## src/rtl/proc_ctrl_pkg.sv

```systemverilog
// Shared encodings for the multi-cycle processor control unit: opcodes,
// FSM states, instruction classes and datapath select codes.
package proc_ctrl_pkg;

    localparam logic [6:0] OPC_R      = 7'b0110011;
    localparam logic [6:0] OPC_I_ALU  = 7'b0010011;
    localparam logic [6:0] OPC_LOAD   = 7'b0000011;
    localparam logic [6:0] OPC_STORE  = 7'b0100011;
    localparam logic [6:0] OPC_BRANCH = 7'b1100011;

    typedef enum logic [2:0] {
        S_IDLE  = 3'd0,
        S_FETCH = 3'd1,
        S_EXEC  = 3'd2,
        S_MEM   = 3'd3,
        S_PCUP  = 3'd4,
        S_HALT  = 3'd5
    } state_t;

    typedef enum logic [2:0] {
        CLS_ALU     = 3'd0,
        CLS_LOAD    = 3'd1,
        CLS_STORE   = 3'd2,
        CLS_BRANCH  = 3'd3,
        CLS_ILLEGAL = 3'd4
    } instr_class_t;

    localparam logic [1:0] OPM_REG   = 2'b00;
    localparam logic [1:0] OPM_IMM   = 2'b01;
    localparam logic [1:0] OPM_LOAD  = 2'b10;
    localparam logic [1:0] OPM_STORE = 2'b11;

    localparam logic [2:0] SEL_BEQ  = 3'd0;
    localparam logic [2:0] SEL_BNE  = 3'd1;
    localparam logic [2:0] SEL_BLT  = 3'd2;
    localparam logic [2:0] SEL_BGE  = 3'd3;
    localparam logic [2:0] SEL_BLTU = 3'd4;
    localparam logic [2:0] SEL_BGEU = 3'd5;
    // Constant-0 flag: PC always takes the +1 path.
    localparam logic [2:0] SEL_ZERO = 3'd7;

    function automatic logic [2:0] branch_sel(input logic [2:0] f3);
        logic [2:0] sel;
        case (f3)
            3'b000:  sel = SEL_BEQ;
            3'b001:  sel = SEL_BNE;
            3'b100:  sel = SEL_BLT;
            3'b101:  sel = SEL_BGE;
            3'b110:  sel = SEL_BLTU;
            3'b111:  sel = SEL_BGEU;
            default: sel = SEL_ZERO;
        endcase
        return sel;
    endfunction

endpackage

```

## src/rtl/proc_control_fsm_decoder.sv

```systemverilog
// Combinational instruction decoder: maps opcode/funct fields to instruction
// class, ALU mode, operand path and branch flag select.
module ctrl_decoder
    import proc_ctrl_pkg::*;
(
    input  logic [6:0]   opcode,
    input  logic [2:0]   funct3,
    input  logic         funct7_5,
    output instr_class_t instr_class,
    output logic         add_sub,
    output logic [1:0]   op_mem_i,
    output logic [2:0]   select_flags,
    output logic         illegal
);

    always_comb begin
        instr_class  = CLS_ILLEGAL;
        add_sub      = 1'b0;
        op_mem_i     = OPM_REG;
        select_flags = SEL_ZERO;
        case (opcode)
            OPC_R: begin
                instr_class = CLS_ALU;
                add_sub     = (funct3 == 3'b000) && funct7_5;
            end
            OPC_I_ALU: begin
                instr_class = CLS_ALU;
                op_mem_i    = OPM_IMM;
            end
            OPC_LOAD: begin
                instr_class = CLS_LOAD;
                op_mem_i    = OPM_LOAD;
            end
            OPC_STORE: begin
                instr_class = CLS_STORE;
                op_mem_i    = OPM_STORE;
            end
            OPC_BRANCH: begin
                // funct3 010/011 have no branch meaning and stay illegal
                if (funct3 != 3'b010 && funct3 != 3'b011) begin
                    instr_class  = CLS_BRANCH;
                    add_sub      = 1'b1;
                    select_flags = branch_sel(funct3);
                end
            end
            default: ;
        endcase
    end

    assign illegal = (instr_class == CLS_ILLEGAL);

endmodule

```

## src/rtl/proc_control_fsm.sv

```systemverilog
// Multi-cycle control unit: steps each instruction through FETCH/EXEC/(MEM)/PCUP
// and drives the datapath strobes and selects as Moore outputs.
//
//   state | meaning
//   IDLE  | parked, no strobes; leaves when run=1
//   FETCH | latch instruction fields, decode for legality
//   EXEC  | ALU/store strobe; loads continue to MEM
//   MEM   | load writeback into register file
//   PCUP  | PC load, retire count; continue or park on run
//   HALT  | illegal instruction seen; only reset leaves
module proc_control_fsm
    import proc_ctrl_pkg::*;
#(
    parameter int CNT_W = 16
) (
    input  logic             clk,
    input  logic             reset,
    input  logic             run,
    input  logic [6:0]       opcode,
    input  logic [2:0]       funct3,
    input  logic             funct7_5,
    output logic             WE_reg,
    output logic             WE_mem,
    output logic [1:0]       OP_MEM_I,
    output logic             ADD_SUB,
    output logic             PC_load,
    output logic [2:0]       select_flags,
    output logic             busy,
    output logic             halted,
    output logic [CNT_W-1:0] instr_count
);

    state_t       state;
    state_t       state_nxt;
    logic [6:0]   opcode_q;
    logic [2:0]   funct3_q;
    logic         funct7_5_q;
    logic [6:0]   dec_opcode;
    logic [2:0]   dec_funct3;
    logic         dec_funct7_5;
    instr_class_t dec_class;
    logic         dec_add_sub;
    logic [1:0]   dec_op_mem_i;
    logic [2:0]   dec_select_flags;
    logic         dec_illegal;

    // During FETCH the fields being latched are decoded directly so the
    // legality decision is made in the same cycle; later states use the copy.
    assign dec_opcode   = (state == S_FETCH) ? opcode   : opcode_q;
    assign dec_funct3   = (state == S_FETCH) ? funct3   : funct3_q;
    assign dec_funct7_5 = (state == S_FETCH) ? funct7_5 : funct7_5_q;

    ctrl_decoder u_decoder (
        .opcode       (dec_opcode),
        .funct3       (dec_funct3),
        .funct7_5     (dec_funct7_5),
        .instr_class  (dec_class),
        .add_sub      (dec_add_sub),
        .op_mem_i     (dec_op_mem_i),
        .select_flags (dec_select_flags),
        .illegal      (dec_illegal)
    );

    always_ff @(posedge clk) begin
        if (reset) begin
            state <= S_IDLE;
        end else begin
            state <= state_nxt;
        end
    end

    always_ff @(posedge clk) begin
        if (reset) begin
            opcode_q    <= '0;
            funct3_q    <= '0;
            funct7_5_q  <= 1'b0;
            instr_count <= '0;
        end else begin
            if (state == S_FETCH) begin
                opcode_q   <= opcode;
                funct3_q   <= funct3;
                funct7_5_q <= funct7_5;
            end
            if (state == S_PCUP) begin
                instr_count <= instr_count + CNT_W'(1);
            end
        end
    end

    always_comb begin
        state_nxt = state;
        case (state)
            S_IDLE:  state_nxt = run ? S_FETCH : S_IDLE;
            S_FETCH: state_nxt = dec_illegal ? S_HALT : S_EXEC;
            S_EXEC:  state_nxt = (dec_class == CLS_LOAD) ? S_MEM : S_PCUP;
            S_MEM:   state_nxt = S_PCUP;
            S_PCUP:  state_nxt = run ? S_FETCH : S_IDLE;
            S_HALT:  state_nxt = S_HALT;
            default: state_nxt = S_IDLE;
        endcase
    end

    // Reset forces reset values immediately so no strobe leaks in the reset cycle.
    always_comb begin
        WE_reg       = 1'b0;
        WE_mem       = 1'b0;
        OP_MEM_I     = OPM_REG;
        ADD_SUB      = 1'b0;
        PC_load      = 1'b0;
        select_flags = SEL_ZERO;
        busy         = 1'b0;
        halted       = 1'b0;
        if (!reset) begin
            case (state)
                S_FETCH: busy = 1'b1;
                S_EXEC: begin
                    busy         = 1'b1;
                    OP_MEM_I     = dec_op_mem_i;
                    ADD_SUB      = dec_add_sub;
                    select_flags = dec_select_flags;
                    WE_reg       = (dec_class == CLS_ALU);
                    WE_mem       = (dec_class == CLS_STORE);
                end
                S_MEM: begin
                    busy         = 1'b1;
                    OP_MEM_I     = dec_op_mem_i;
                    ADD_SUB      = dec_add_sub;
                    select_flags = dec_select_flags;
                    WE_reg       = 1'b1;
                end
                S_PCUP: begin
                    busy         = 1'b1;
                    OP_MEM_I     = dec_op_mem_i;
                    ADD_SUB      = dec_add_sub;
                    select_flags = dec_select_flags;
                    PC_load      = 1'b1;
                end
                S_HALT: halted = 1'b1;
                default: ;
            endcase
        end
    end

endmodule

```

## config.mk

```make
export PLATFORM = sky130hd
export DESIGN_NAME = proc_control_fsm
export DESIGN_NICKNAME = d
export VERILOG_FILES = /design/src/rtl/proc_ctrl_pkg.sv /design/src/rtl/proc_control_fsm_decoder.sv /design/src/rtl/proc_control_fsm.sv
export SDC_FILE = /design/constraint.sdc
export NUM_CORES = 1
export LEC_CHECK = 0
export CORE_MARGIN = 10
export CORE_UTILIZATION = 52
export CTS_CLUSTER_SIZE = 25
export DETAILED_ROUTE_END_ITERATION = 10
export GPL_TIMING_DRIVEN = 0
export HOLD_SLACK_MARGIN = 0.1
export MAX_ROUTING_LAYER = met4
export PLACE_DENSITY_LB_ADDON = 0.25
export SYNTH_ARGS = -nofsm -noshare
export SYNTH_HDL_FRONTEND = slang
export SYNTH_SLANG_ARGS = --single-unit
```

## constraint.sdc

```tcl
create_clock -name clk -period 3.25 [get_ports clk]
set_clock_uncertainty 0.05 [all_clocks]
set_input_delay 0.8125 -clock clk [delete_from_list [all_inputs] [get_ports clk]]
set_output_delay 0.8125 -clock clk [all_outputs]
set_load 0.05 [all_outputs]
```

==> metrics.md, run 1 <==
| Metric | Value |
|---|---|
| Cell mode on critical path | `clkdlybuf4s50_1` |
| Max cap viols | `0` |
| Clock transition at path regs | `0.09 ns` |
| Drt wl/cell | `approximately 14 µm` |
| Number of DRC markers in iteration 0 | `slightly below 80` |
| First-pass GRT wire length | `about 6.5 mm` |
| Vias in the first global route | `1481` |
| Hold_buf cts | `0` |
| Largest stage delay on the critical path | `roughly 0.80 ns` |
| Critical path peak fanout | `4` |
| CTS tree | `built` |
| Top delay family on crit path | `buffers and inverters` |
| GR Overflow Total | `0` |
| CTS H-tree lvls | `2` |
| CTS Buffer Depth | `2` |
| Drt pass-1 iters | `4` |
| Max-slew violations | `0` |
| Routed vias | `between 1500 and 2000` |
| Most common cell after layout, fill and taps aside | `dfxtp_1` |
| Ys Warns | `0` |
| Rows | `20` |
| Most used DFF post-synth | `dfxtp_1` |
| Worst Hold Margin | `about 0.42 ns` |
| Vias per inst | `5.495` |
| DP Wirelength | `roughly 3.0 mm` |
| Clk_lat worst skew | `0.33 ns` |
| Leakage | `about 0.84 nW` |
| Placer Congestion | `0.9537` |
| Final nets | `approximately 260` |
| Root Driver | `clkbuf_4` |
| Critical path, cell by cell | `clkdlybuf4s50_1 > inv_1 > o21a_1 > clkdlybuf4s50_1` |
| CP arrival | `2.35 ns` |
| Slowest CP cell | `clkdlybuf4s50_1` |
| Fin crit share | `approximately 99%` |
| Core Footprint | `roughly 3000 µm²` |
| Die span in y | `between 70 and 80 µm` |
| Diode count | `0` |
| Most frequent cells in the layout | `dfxtp_1, nor2_1, nand2_1` |
| Post-synthesis cell type count | `44` |
| Filler cell count in the final layout | `between 200 and 300` |
| PwrDens | `358.8 nW/µm²` |
| Die width | `~76 µm` |
| Mapped Avg Cell Area | `8.136 µm²` |
| Post-Route WL | `3.897 mm` |
| Clock Sinks | `30` |
| FMAX | `slightly above 300 MHz` |
| Buffers on Ports | `40` |
| HP Class | `flip-flop to flip-flop` |
| Worst Setup Start Kind | `input port` |
| Final hold vios | `0` |
| Outcome | `completed` |
| Initial core utilization | `between 50% and 60%` |
| Number of flops mapped to enable cells by yosys | `0` |
| Share of cells above drive strength 1 | `between 10 and 15%` |
| Post-route ant nets | `0` |
| P&R area growth vs syn | `33.96%` |
| Tmin final | `3.209 ns` |
| Seq/Total Area, Yosys | `a little under two fifths` |
| FFs w/ async S/R, synth | `0%` |
| Largest net degree at the start of global routing | `11` |
| Residual DRC | `0` |
| Mapped Area | `1603 µm²` |
| Initial antenna violation count | `0` |
| Slew @ Worst Pin | `between 0.5 and 0.6 ns` |
| Synth Register Bits | `30` |
| Required time worst endpoint | `about 2.4 ns` |
| CP bufs+invs | `3` |
| VDD IR max | `0.3010 mV` |
| Die area | `5703 µm²` |
| Total track usage | `between 10% and 20%` |
| Slew margin rel. | `approximately 66%` |
| Critical Path Sink Type | `output pin` |
| Pwr Total | `roughly 0.00077 W` |
| Net count after synthesis | `~210` |
| Cts bufs inserted | `5` |
| Endpoints failing setup | `0` |
| RSZ-0062 raised after global routing | `yes` |
| Kind of critical path | `input port to output pin` |
| Synth Instances | `between 150 and 200` |
| Io pins | `slightly above 40` |
## what timing repair did
action | 4_1_cts | 5_1_grt
pin swaps | 0 | 2
gates resized for setup | 39 | 10
setup endpoints to repair | 9 | 8
buffers inserted | 0 | 3
## state kept, by name (all words and copies together) (netlist names)
signal and flops:
instr_count 16, opcode_q 7, funct3_q 3, state 3
funct7_5_q 1
## worst paths after layout
check                    from     endpoint  slack, ns  cells past startpoint
setup / recovery        reset         busy       0.04                      4
setup reg to reg     state[0]     state[1]       1.47                      7
hold reg to reg   opcode_q[1]  opcode_q[1]       0.42                      2
hold / removal    opcode_q[1]  opcode_q[1]       0.42                      2
## through the flow
stage	setup slack [ns]	instances	util [%]	setup TNS [ns]	cell area, µm²
final	0.04084	281	71.50	0	2147
after global routing	-0.02100	281	71.50	-0.02100	2147
after CTS	-0.1096	278	70.67	-0.1096	2122
after detailed placement	-1.040	270	68.58	-4.321	2059
after global placement	-0.9725	270	68.58	-4.103	2059
after floorplan	0.2180	197	-	0	1618
## final cells by class
cell class / count / area, µm² / share of cell area [%]
timing repair buffer: 43 / 404.1 / 18.82
clock buffer: 6 / 51.30 / 2.389
clock inverter: 2 / 12.51 / 0.5828
sequential: 30 / 600.6 / 27.97
buffer: 9 / 51.30 / 2.389
multi-input combinational: 157 / 982.2 / 45.75
tap: 33 / 41.29 / 1.923
inverter: 1 / 3.754 / 0.1748
## where the power goes
group / switching (W) / leakage (nW) / internal, W
Sequential: 0.0000166 / 0.244 / 0.000382
Combinational: 0.0000740 / 0.558 / 0.0000612
Clock: 0.000133 / 0.0343 / 0.000104
Total: 0.000223 / 0.836 / 0.000547
## metal layers
layer	up-vias	share of wire (%)	track usage (%)
met5	-	0	-
met4	0	1.5	5.361
met3	6	4.3	4.167
li1	781	-	-
met1	723	46	17.23
met2	34	48	23.70
## kinds of logic (layout without fill, tap and decap cells)
kind of cell / count (synthesis) / count (layout) / share of synthesized area (%)
and+or+nand+nor: 115 / 115 / 39.50
DFF: 30 / 30 / 37.47
AOI/OAI and AO/OA: 24 / 24 / 9.525
xor gates and xnor gates: 15 / 15 / 8.196
buffers and inverters: 10 / 61 / 3.279
muxes: 2 / 2 / 1.249
adders and majority gates: 1 / 1 / 0.7805
## synth_stat cells (2+ instances only)
library cell / instances / area (µm²)
xor2_1: 11 / 96.34
clkbuf_1: 2 / 7.510
nor4bb_1: 2 / 20.02
nor2_1: 29 / 108.9
a21oi_1: 12 / 60.06
nor3_1: 4 / 20.02
nor4b_1: 2 / 17.52
mux2i_1: 2 / 20.02
o21ai_0: 4 / 20.02
nor2b_1: 8 / 50.05
nand2_1: 29 / 108.9
nand4_1: 4 / 25.02
nand3b_1: 2 / 15.01
buf_1: 2 / 7.510
and4_1: 4 / 35.03
dfxtp_1: 30 / 600.6
and2_1: 3 / 18.77
xnor2_1: 4 / 35.03
nor3b_4: 2 / 37.54
buf_2: 3 / 15.01
nand2b_1: 4 / 25.02
nand3_1: 10 / 50.05
and3_1: 3 / 18.77
## worst min-delay path, cell delays in order, from the launching register on
cell and delay [ns]:
dfxtp_1 0.32, nand2_1 0.05, a21oi_1 0.05
(Power assumes the default switching activity.)
==> run 2, diff against run 1 <==
--- a/config.mk
+++ b/config.mk
@@ -5,14 +5,17 @@
 export SDC_FILE = /design/constraint.sdc
 export NUM_CORES = 1
 export LEC_CHECK = 0
+export CELL_PAD_IN_SITES_DETAIL_PLACEMENT = 1
+export CELL_PAD_IN_SITES_GLOBAL_PLACEMENT = 1
 export CORE_MARGIN = 10
-export CORE_UTILIZATION = 52
+export CORE_UTILIZATION = 38
 export CTS_CLUSTER_SIZE = 25
 export DETAILED_ROUTE_END_ITERATION = 10
 export GPL_TIMING_DRIVEN = 0
 export HOLD_SLACK_MARGIN = 0.1
 export MAX_ROUTING_LAYER = met4
-export PLACE_DENSITY_LB_ADDON = 0.25
+export PLACE_DENSITY_LB_ADDON = 0.1
+export SKIP_LAST_GASP = 1
 export SYNTH_ARGS = -nofsm -noshare
 export SYNTH_HDL_FRONTEND = slang
 export SYNTH_SLANG_ARGS = --single-unit
==> run 2 against run 1 <==
Against the previous run: via count up 2.2%; highest routed layer unchanged; fmax is 1.3% higher; utilization down 17 points; largest power group unchanged; global-route usage down 0.74 points; die area is 27% higher; first-iteration DRC count is 45% lower.
==> metrics.md, run 2 (synthesis gave the netlist of run 1 again) <==
| Metric | Value |
|---|---|
| Final instance area | `2188 µm² (+1.9%)` |
| PwrDens | `385.1 nW/µm² (+7.3%)` |
| Most frequent cells in the layout | `dfxtp_1, nor2_1, nand2_1` |
| Post-Route WL | `4.917 mm (+26%)` |
| Cts bufs inserted | `5 (unchanged)` |
| CP Launch Point | `opcode[0]` |
| Worst Hold Margin | `0.4086 ns (-0.007551 ns)` |
| Fin crit share | `97.52% (-1.2 points)` |
| First-pass GRT wire length | `8.259 mm (+26%)` |
| Die width | `84.95 µm (+12%)` |
| Max-slew violations | `0 (unchanged)` |
| Sequential power share | `47.4% (-4.3 points)` |
| Slew @ Worst Pin | `0.5323 ns (+0.02386 ns)` |
| Most flops, register | `instr_count` |
| R2R setup slack | `1.38 ns (-0.09 ns)` |
| Number of DRC markers in iteration 0 | `42 (-45%)` |
| CTS tree | `built` |
| Drt wl/cell | `16.61 µm (+20%)` |
| Initial core utilization | `39.78% (-14 points)` |
| Placer Congestion | `0.8468 (-11%)` |
| Vias in the first global route | `1652 (+12%)` |
| RSZ-0062 raised after global routing | `no` |
| Setup TNS | `0 ns (unchanged)` |
| Diode count | `0 (unchanged)` |
| Clk_lat worst skew | `0.28 ns (-0.05 ns)` |
| Drt pass-1 iters | `4 (unchanged)` |
| RR Endpoint | `state[1]` |
| P&R area growth vs syn | `36.53%` |
| Leakage | `0.8395 nW (+0.46%)` |
| Filler cell count in the final layout | `506 (+94%)` |
| Max cap viols | `0 (unchanged)` |
| Largest register FFs | `16 (unchanged)` |
| Worst Setup Start Kind | `input port` |
| HP Class | `flip-flop to flip-flop` |
| Required time worst endpoint | `2.39 ns (about the same)` |
| Biggest regs | `instr_count: 16 flops, opcode_q: 7 flops` |
| Core Footprint | `4029 µm² (+34%)` |
| Final hold vios | `0 (unchanged)` |
| Post-route ant nets | `0 (unchanged)` |
| Root Driver | `clkbuf_8` |
| VDD IR max | `0.3006 mV (-0.12%)` |
| Rows | `23 (+15%)` |
| Total track usage | `14.03% (-0.74 points)` |
| Die span in y | `84.95 µm (+12%)` |
| Vias per inst | `5.331 (-3.0%)` |
| Hold_buf cts | `0 (unchanged)` |
| Slowest CP cell | `clkdlybuf4s50_1` |
| CTS Buffer Depth | `2 (unchanged)` |
| Critical Path End | `WE_mem` |
| Largest stage delay on the critical path | `0.48 ns (-0.32 ns)` |
| CTS H-tree lvls | `2 (unchanged)` |
| Share of cells above drive strength 1 | `14.23% (-0.69 points)` |
| Largest net degree at the start of global routing | `11 (unchanged)` |
| Critical path peak fanout | `3 (-1)` |
| Sw Share | `27.53% (-1.5 points)` |
| Die area | `7216 µm² (+27%)` |
| Cells on worst reg2reg path | `6 (-1)` |
| Residual DRC | `0 (unchanged)` |
| Post-DP Area | `2081 µm² (+1.0%)` |
| Endpoints failing setup | `0 (unchanged)` |
| Tmin final | `3.169 ns (-0.03968 ns)` |
| DP Wirelength | `3.849 mm (+29%)` |
| Io pins | `41 (unchanged)` |
| Routed vias | `1578 (+2.2%)` |
| Reg-to-Reg Start | `state[0]` |
| Critical Path Sink Type | `output pin` |
| Kind of critical path | `input port to output pin` |
| Outcome | `completed` |
| Net Sw Power | `0.0002320 W (+3.8%)` |
| Clock Sinks | `30 (unchanged)` |
| Comb pwr share | `16.1% (-1.5 points)` |
| Int Power | `0.0006108 W (+12%)` |
| Most common cell after layout, fill and taps aside | `dfxtp_1` |
| CP Depth | `6 (+2)` |
| FMAX | `315.5 MHz (+1.3%)` |
| Clock share of power | `36.5% (+5.8 points)` |
| Pwr Total | `0.0008427 W (+9.4%)` |
| CP bufs+invs | `2 (-1)` |
| Slew margin rel. | `64.28% (-1.6 points)` |
| GR Overflow Total | `0 (unchanged)` |
| Initial antenna violation count | `0 (unchanged)` |
| Critical path, cell by cell | `clkdlybuf4s50_1 > nor4bb_4 > nand2_2 > o2bb2a_4 > nor4_4 > buf_6` |
| Clock transition at path regs | `0.06 ns (-0.03 ns)` |
| Util after Layout | `54.32% (-17 points)` |
| Top delay family on crit path | `buffers and inverters` |
| Final nets | `260 (-0.76%)` |
| CP arrival | `2.31 ns (-0.04 ns)` |
| Buffers on Ports | `40 (unchanged)` |
## run 2: cell types whose count changed in the layout (fill, tap and decap cells not counted)
cell / delta
clkbuf_8: +5
clkdlybuf4s15_2: +1
clkinvlp_4: -1
dlygate4sd2_1: +1
clkdlybuf4s50_1: -2
clkbuf_4: -3
clkbuf_1: +1
buf_4: -1
buf_2: -3
## run 2: worst min path at each step
stage               cells after the start     endpoint  slack (ns)         from
finish                                  2  opcode_q[3]        0.41  opcode_q[3]
global route                            2   funct7_5_q        0.45   funct7_5_q
CTS                                     2  opcode_q[3]        0.41  opcode_q[3]
detailed placement                      2  opcode_q[3]        0.40  opcode_q[3]
global placement                        2  opcode_q[2]        0.39  opcode_q[2]
floorplan                               2  opcode_q[3]        0.38  opcode_q[3]
## run 2: layout make-up
type                    count  area, µm²  area share, %
plain buffers               9      53.80          2.459
flip-flops and latches     30      600.6          27.44
well taps                  50      62.56          2.859
inverters                   1      3.754         0.1715
multi-input cells         157      982.2          44.88
clock buffers               7      86.33          3.945
clock inverters             1      5.005         0.2287
repair buffers             41      394.1          18.01
## run 2: routing by layer
metal	part of all wire [%]	wire length (µm)	global-route usage (%)
met3	4.4	215	3.920
met5	0	0	-
met4	1.3	64	4.491
met1	43	2132	15.79
met2	51	2505	23.37
## run 2: worst min-delay path: cells and delay by family, from the launching register on
family	cells	cell delay (ns)
simple gates	1	0.05
flops	1	0.31
compound gates	1	0.05
## run 2: power groups by stage
stage	clock, W	combinational, W	sequential, W
CTS	0.000316	0.000136	0.000399
global route	0.000338	0.000150	0.000402
detailed placement	0	0.000134	0.000407
floorplan	0	0.0000834	0.000407
finish	0.000307	0.000136	0.000400
global placement	0	0.000129	0.000406
## run 2: through the flow
stage / instances / setup slack, ns
floorplan: 197 / 0.2180
global placement: 287 / -1.009
detailed placement: 287 / -1.043
CTS: 295 / -0.1775
global route: 296 / 0.005061
finish: 296 / 0.08052
## run 2: timing repair
action                                  CTS  global route
gates resized for setup                  42            16
cloned                                    0             0
pin swaps                                 0             3
endpoints found under the setup margin   11             8
buffers inserted                          0             1
